$ cat src/rtl/mem_copy_engine.sv
// Word-block copy engine mastering the data-memory port: copies len words from
// src to dst, one READ cycle then one WRITE cycle per word, lowest address first.
module mem_copy_engine #(
   parameter int ADDR_W = 32,
   parameter int DATA_W = 32,
   parameter int LEN_W  = 8
) (
   input  logic              clk_i,
   input  logic              rst_i,
   input  logic              start_i,
   input  logic [ADDR_W-1:0] src_i,
   input  logic [ADDR_W-1:0] dst_i,
   input  logic [LEN_W-1:0]  len_i,
   output logic              busy_o,
   output logic              done_o,
   output logic [LEN_W-1:0]  count_o,
   output logic [ADDR_W-1:0] addr_o,
   output logic [DATA_W-1:0] WriteData_o,
   output logic              MemWrite_o,
   output logic              MemRead_o,
   input  logic [DATA_W-1:0] ReadData_i
);

   typedef enum logic [1:0] {IDLE, READ, WRITE, DONE} state_t;

   state_t            state_q, state_d;
   logic [ADDR_W-1:0] src_q, src_d;
   logic [ADDR_W-1:0] dst_q, dst_d;
   logic [LEN_W-1:0]  len_q, len_d;
   logic [LEN_W-1:0]  count_d;
   logic [DATA_W-1:0] buf_q, buf_d;

   logic [ADDR_W-1:0] addr_d;
   logic [DATA_W-1:0] wdata_d;
   logic              mem_write_d, mem_read_d, busy_d, done_d;

   // count_o doubles as the word index: it only ever advances on a completed WRITE.
   always_comb begin
      // NOTE: every signal gets a default before the case so no latch is inferred.
      state_d     = state_q;
      src_d       = src_q;
      dst_d       = dst_q;
      len_d       = len_q;
      count_d     = count_o;
      buf_d       = buf_q;
      addr_d      = '0;
      wdata_d     = '0;
      mem_write_d = 1'b0;
      mem_read_d  = 1'b0;
      busy_d      = 1'b0;
      done_d      = 1'b0;

      case (state_q)
         IDLE: begin
            if (start_i) begin
               src_d   = src_i;
               dst_d   = dst_i;
               len_d   = len_i;
               count_d = '0;
               state_d = (len_i == '0) ? DONE : READ;
            end
         end
         READ: begin
            buf_d   = ReadData_i;
            state_d = WRITE;
         end
         WRITE: begin
            count_d = count_o + LEN_W'(1);
            state_d = (count_o + LEN_W'(1) == len_q) ? DONE : READ;
         end
         DONE:    state_d = IDLE;
         default: state_d = IDLE;
      endcase

      // Bus signals are decoded from the next state and registered, so the
      // level-sensitive memory never sees a combinational path from the inputs.
      case (state_d)
         READ: begin
            addr_d     = src_d + ADDR_W'(count_d);
            mem_read_d = 1'b1;
            busy_d     = 1'b1;
         end
         WRITE: begin
            addr_d      = dst_d + ADDR_W'(count_d);
            wdata_d     = buf_d;
            mem_write_d = 1'b1;
            busy_d      = 1'b1;
         end
         DONE:    done_d = 1'b1;
         default: ;
      endcase
   end

   always_ff @(posedge clk_i) begin
      // NOTE: state is updated with non-blocking assignments so every register
      // samples the pre-edge values regardless of statement order.
      if (rst_i) begin
         state_q     <= IDLE;
         src_q       <= '0;
         dst_q       <= '0;
         len_q       <= '0;
         count_o     <= '0;
         buf_q       <= '0;
         addr_o      <= '0;
         WriteData_o <= '0;
         MemWrite_o  <= 1'b0;
         MemRead_o   <= 1'b0;
         busy_o      <= 1'b0;
         done_o      <= 1'b0;
      end else begin
         state_q     <= state_d;
         src_q       <= src_d;
         dst_q       <= dst_d;
         len_q       <= len_d;
         count_o     <= count_d;
         buf_q       <= buf_d;
         addr_o      <= addr_d;
         WriteData_o <= wdata_d;
         MemWrite_o  <= mem_write_d;
         MemRead_o   <= mem_read_d;
         busy_o      <= busy_d;
         done_o      <= done_d;
      end
   end

endmodule

$ cat config.mk
export PLATFORM = sky130hd
export DESIGN_NAME = mem_copy_engine
export DESIGN_NICKNAME = d
export VERILOG_FILES = /design/src/rtl/mem_copy_engine.sv
export SDC_FILE = /design/constraint.sdc
export NUM_CORES = 1
export LEC_CHECK = 0
export ABC_AREA = 1
export BUFFER_PORTS_ARGS = -buffer_cell sky130_fd_sc_hd__buf_2
export CAP_MARGIN = 20
export CELL_PAD_IN_SITES_DETAIL_PLACEMENT = 0
export CELL_PAD_IN_SITES_GLOBAL_PLACEMENT = 2
export CORE_ASPECT_RATIO = 1.25
export CORE_MARGIN = 4
export CORE_UTILIZATION = 29
export CTS_BUF_LIST = sky130_fd_sc_hd__clkbuf_8
export DETAILED_ROUTE_END_ITERATION = 7
export GPL_TIMING_DRIVEN = 0
export PLACE_DENSITY = 0.88
export SLEW_MARGIN = 40
export SYNTH_ARGS = -nofsm -noshare
export SYNTH_HDL_FRONTEND = slang
export SYNTH_SLANG_ARGS = --single-unit
$ cat constraint.sdc
create_clock -name clk_i -period 3.6 [get_ports clk_i]
set_input_delay 0.18 -clock clk_i [delete_from_list [all_inputs] [get_ports clk_i]]
set_output_delay 0.18 -clock clk_i [all_outputs]
set_load 0.01 [all_outputs]
Yosys cells after proc, flatten, opt, wreduce, memory -nomap -nowiden --
Index checks and enable logic that the tools add are counted.
Word-level totals: register bits 182, bits of input ports 107, output and inout port bits 76, word-level logic and storage cells 44
Cells by class: $add $sub $neg 3, eq/ne operators 7, multiplexer cells 16, bitwise logic cells 1, reduce and logical (&&, ||, !) cells 5
Operator list (count):
- 32-bit two-way mux | 5
- 32-bit by 8-bit adder with 32-bit output | 2
- 32-bit case mux with 2 select lines | 1
- 8-bit case mux with 2 select lines | 1
- 8-bit by 1-bit adder with 8-bit output (second input constant) | 1
- 2-bit equality test (second input constant) | 4
- 8-bit equality test | 1
- 8-bit logical NOT | 1
- 8-bit two-way mux | 1
- 2-bit case mux with 4 select lines | 1
- 2-bit two-way mux | 3
- 2-bit by 1-bit equality test with 1-bit output (second input constant) | 2
- 1-bit two-way mux | 4
- 2-bit OR reduction | 2
- 2-bit logical NOT | 1
- 2-bit AND reduction | 1
- 1-bit inverter | 1

Logic depth before layout (Yosys ltp) --
depth after elaboration 7, gate-level depth with buffers 24, mapped depth without buffers 22

Worst setup path after synthesis --
No wires, ideal clock.
path kind register to register, start point register state_q[0], end point register addr_o[26], library setup time 0.109 ns, arrival 2.973 ns, data required time 3.491 ns, path slack 0.518 ns, stages on the path, launching flop included 24, buffers on the path 4, clock period less this slack 3.082 ns, path through dfxtp_1 > buf_4 > nor2_8 > nand2_2 > buf_6 > buf_4 > buf_2 > mux2i_1 > o21ai_0 > ha_1 > inv_1 > fa_1 > inv_1 > nand3_1 > nand2_1 > nand2_1 > nand2_1 > inv_1 > nor3_1 > nand3_1 > nand2_1 > nand2_1 > nand2_1 > inv_1
On the way: cells in the longest elaborated chain, start to end 4, elaborated cells between the ends (all ways) 14, classes of those cells add/sub (2); eq/ne (5); mux (6); reduce/logical (1)
RTL lines:
- start: declaration | line 26 | state_t state_q, state_d;
- start signal: assignment | line 111 | state_q <= state_d;
- 2-bit equality test, or another cell as far along | line 53 | case (state_q)
- 8-bit case mux with 2 select lines, or another cell as far along | line 53
- 32-bit by 8-bit adder with 32-bit output, or another cell as far along | line 84 | addr_d = dst_d + ADDR_W'(count_d);
- 32-bit case mux with 2 select lines (*) | line 77 | case (state_d)
- end signal: assignment | line 117 | addr_o <= addr_d;
- end: declaration | line 17 | output logic [ADDR_W-1:0] addr_o,
Every way passes the cells marked *; elsewhere a longest branch is shown, timed or not. A chain may end at the register's enable or synchronous reset.

Worst setup path in the final report --
start point register state_q[0], end point register addr_o[18]
Same word-level chain as after synthesis.

==> results.json <==
{
  "status": "finished clean",
  "gp_congestion": 0.9022,
  "drc": 0,
  "power_uw": 4065,
  "ios": 183,
  "path_max_fanout": 10,
  "crit_required_ns": 3.97,
  "dp_hpwl_um": 20410,
  "post-route-util": 0.4008,
  "cp-end-kind": "register",
  "reg2reg_slack_ns": 0.27,
  "startpoint_type": "register",
  "htree_levels": 4,
  "maxCapViolCount": 0,
  "cts_buffers": 17,
  "fill_cells": 2743,
  "whs_path_depth": 3,
  "critPathArrivalTime_ns": 3.70,
  "via_per_inst": 4.510,
  "drt_iter0_markers": 376,
  "clockRootBuffer": "clkbuf_8",
  "worstHoldEndpoint": "dst_q[16]",
  "worstReg2RegStart": "state_q[0]",
  "path_clk_slew_ns": 0.10,
  "synth_top_area_cell": "dfxtp_1",
  "yosys-top-cells-count": "nand2_1 (276), dfxtp_1 (150), nand3_1 (143)",
  "synth.most_common_cell": "nand2_1",
  "fp.dieArea_um2": 27760,
  "rows": 64,
  "p_int_uw": 2725,
  "synth_ff_type": "dfxtp_1",
  "p_leak_uw": 0.004887,
  "synthArstFlopShare": 0,
  "syn-cell-area_um2": 7292,
  "hp-class": "in -> reg",
  "ys_ff_latch": 150,
  "switching_share": 0.3296,
  "power.share.combinational": 0.218,
  "timing.fmax_ghz": 0.3002,
  "min_period_ns": 3.331,
  "p_per_area_nw_per_um2": 411.3,
  "synth_edf_count": 0,
  "slew_violations": 0,
  "grt_pass1_wl_um": 40840,
  "setup_ws_ns": 0.2694,
  "finClkSkew_ns": 0.01602,
  "r2r_end": "addr_o[18]",
  "synth_top_area_share": 0.4118,
  "syn_nets": 1185,
  "finalCritPeriodShare": 0.9252,
  "vias": 7622,
  "maxSlewHeadroom": 0.5032,
  "start_util": 0.2957,
  "dp.cells": 1579,
  "rr_worst_depth": 23,
  "hp-start": "dst_i[16]",
  "crit_type": "reg -> reg",
  "pwr-share-clk": 0.339,
  "grt_pass1_vias": 7419,
  "pwr-share-seq": 0.443,
  "clock_latency_ns": 0.47,
  "cts_max_path_buffers": 2,
  "synth_seq_area_share": 0.4118,
  "hold_violations": 0,
  "yosysWarnings": 0,
  "regArea_um2": 3004,
  "grt_max_degree": 17,
  "numPortBuffers": 181,
  "setup_tns_ns": 0,
  "first_pass_iters": 8,
  "antenna_found_initial": 0,
  "setup_violations": 0,
  "ys_top_cells_by_area": "dfxtp_1 (41%), nand2_1 (14%), nand3_1 (9.8%), inv_1 (6.9%), nor2_1 (6.6%)",
  "critPathLaunch": "state_q[0]",
  "drive_gt1_frac": 0.2162,
  "detailedPlace.worstSlack_ns": -0.2238,
  "syn_area_per_cell_um2": 6.828,
  "grt.overflow.total": 0,
  "core_um2": 24660,
  "cts_tree": "built",
  "multiInputGateArea_um2": 3558,
  "fin_nets": 1464,
  "die_h_um": 185.3,
  "netlist_instances": 1068,
  "ir_worst_vdd_v": 0.0002434,
  "fin_cells": 1690,
  "routed_wl_um": 26800,
  "drtAntennaViolNets": 0,
  "routedWlPerCell_um": 15.86,
  "switchingPower_uw": 1340,
  "grt_util_all_layers": 0.1941,
  "tightest_slew_ns": 0.7452,
  "synth_cell_types": 37,
  "die_w_um": 149.8,
  "syn_to_final_growth_pct": 35.55,
  "cts.sinks": 150,
  "antenna_cells": 0
}
[repair_timing]
action,in CTS,in global routing
hold endpoints to repair,76,0
endpoints found under the setup margin,16,21
resized for setup,7,22
buffers inserted,0,4
pin swaps,1,4
hold buffers,75,0
gates cloned,0,0
[critical path, stage by stage (launching register included)]
cell     delay [ns]
dfxtp_1        0.31
buf_4          0.16
nor2_8         0.16
nand2_2        0.07
buf_6          0.15
buf_6          0.17
buf_6          0.16
mux2i_1        0.13
o21ai_1        0.14
ha_1           0.18
inv_1          0.05
fa_1           0.38
inv_1          0.09
nand3_1        0.08
nand2_2        0.11
nand2_1        0.09
nand2_4        0.12
nand3_4        0.13
nor2_4         0.23
nand2_1        0.08
nand2_1        0.06
nand2_1        0.05
nand2_1        0.05
inv_1          0.04
[power groups by stage]
stage	sequential, µW	clock (µW)	combinational (µW)
after detailed placement	1840	0	805
after floorplan	1860	0	474
after CTS	1800	1430	873
final	1800	1380	886
after global routing	1810	1480	984
after global placement	1840	0	803
[routing by layer]
metal  vias to the layer above  part of all wire  wire length [µm]  global-route usage
met1                      3464              0.42             11130              0.2277
met3                        27             0.050              1342             0.03524
met5                         -                 0                 0                   0
met4                         0             0.021               566             0.05969
met2                       206              0.51             13770              0.3568
li1                       3925                 -                 -                   -
[state kept, by name, indices dropped and copies added, names as in the netlist]
name	count
len_q	8
MemWrite_o	1
done_o	1
src_q	32
state_q	2
MemRead_o	1
count_o	8
busy_o	1
dst_q	32
WriteData_o	32
addr_o	32
[cell type report]
type,count,share of cell area
Multi-Input combinational cell,727,0.3600
Sequential cell,150,0.3039
Timing Repair Buffer,260,0.1706
Inverter,138,0.05241
Tap cell,330,0.04177
Buffer,53,0.03063
Clock buffer,17,0.02367
Clock inverter,15,0.01696
[cell families (layout without fill, tap and decap cells)]
logic type | after synthesis | in the layout | synth area share
compound gates | 102 | 102 | 0.08013
xor+xnor | 9 | 9 | 0.01081
fa+ha+maj | 10 | 10 | 0.01819
buf+inv | 191 | 483 | 0.1103
flops | 150 | 150 | 0.4118
mux | 9 | 9 | 0.01235
simple gates | 597 | 597 | 0.3564
[worst max-delay path by stage]
| stage | end | slack, ns | cells after the start |
|---|---|---|---|
| detailed placement | addr_o[26] | -0.22 | 22 |
| floorplan | addr_o[26] | 0.52 | 23 |
| global route | addr_o[27] | -0.02 | 22 |
| global placement | addr_o[26] | -0.21 | 22 |
| CTS | addr_o[15] | 0.007 | 20 |
| finish | addr_o[18] | 0.27 | 23 |
[layout by cell type (no fill, tap or decap), drive strengths merged, types with 5 or more instances in the layout]
master         n
xor2           8
nand3b        10
inv          142
a21oi         59
nor2         141
clkinv         5
clkbuf        38
buf          217
mux2i          9
nand4          9
ha             9
nand3        145
dfxtp        150
nand2        284
dlygate4sd3   75
a211oi        20
o21ai         19
[metrics by stage]
| step | hold slack (ns) | instance area (µm²) |
|---|---|---|
| detailed placement | 0.3980 | 8611 |
| global route | 0.02779 | 9884 |
| global placement | 0.3920 | 8611 |
| finish | 0.01935 | 9884 |
| floorplan | 0.2644 | 7292 |
| CTS | 0.003204 | 9782 |
Note: power is estimated with default switching activity, not from simulation.
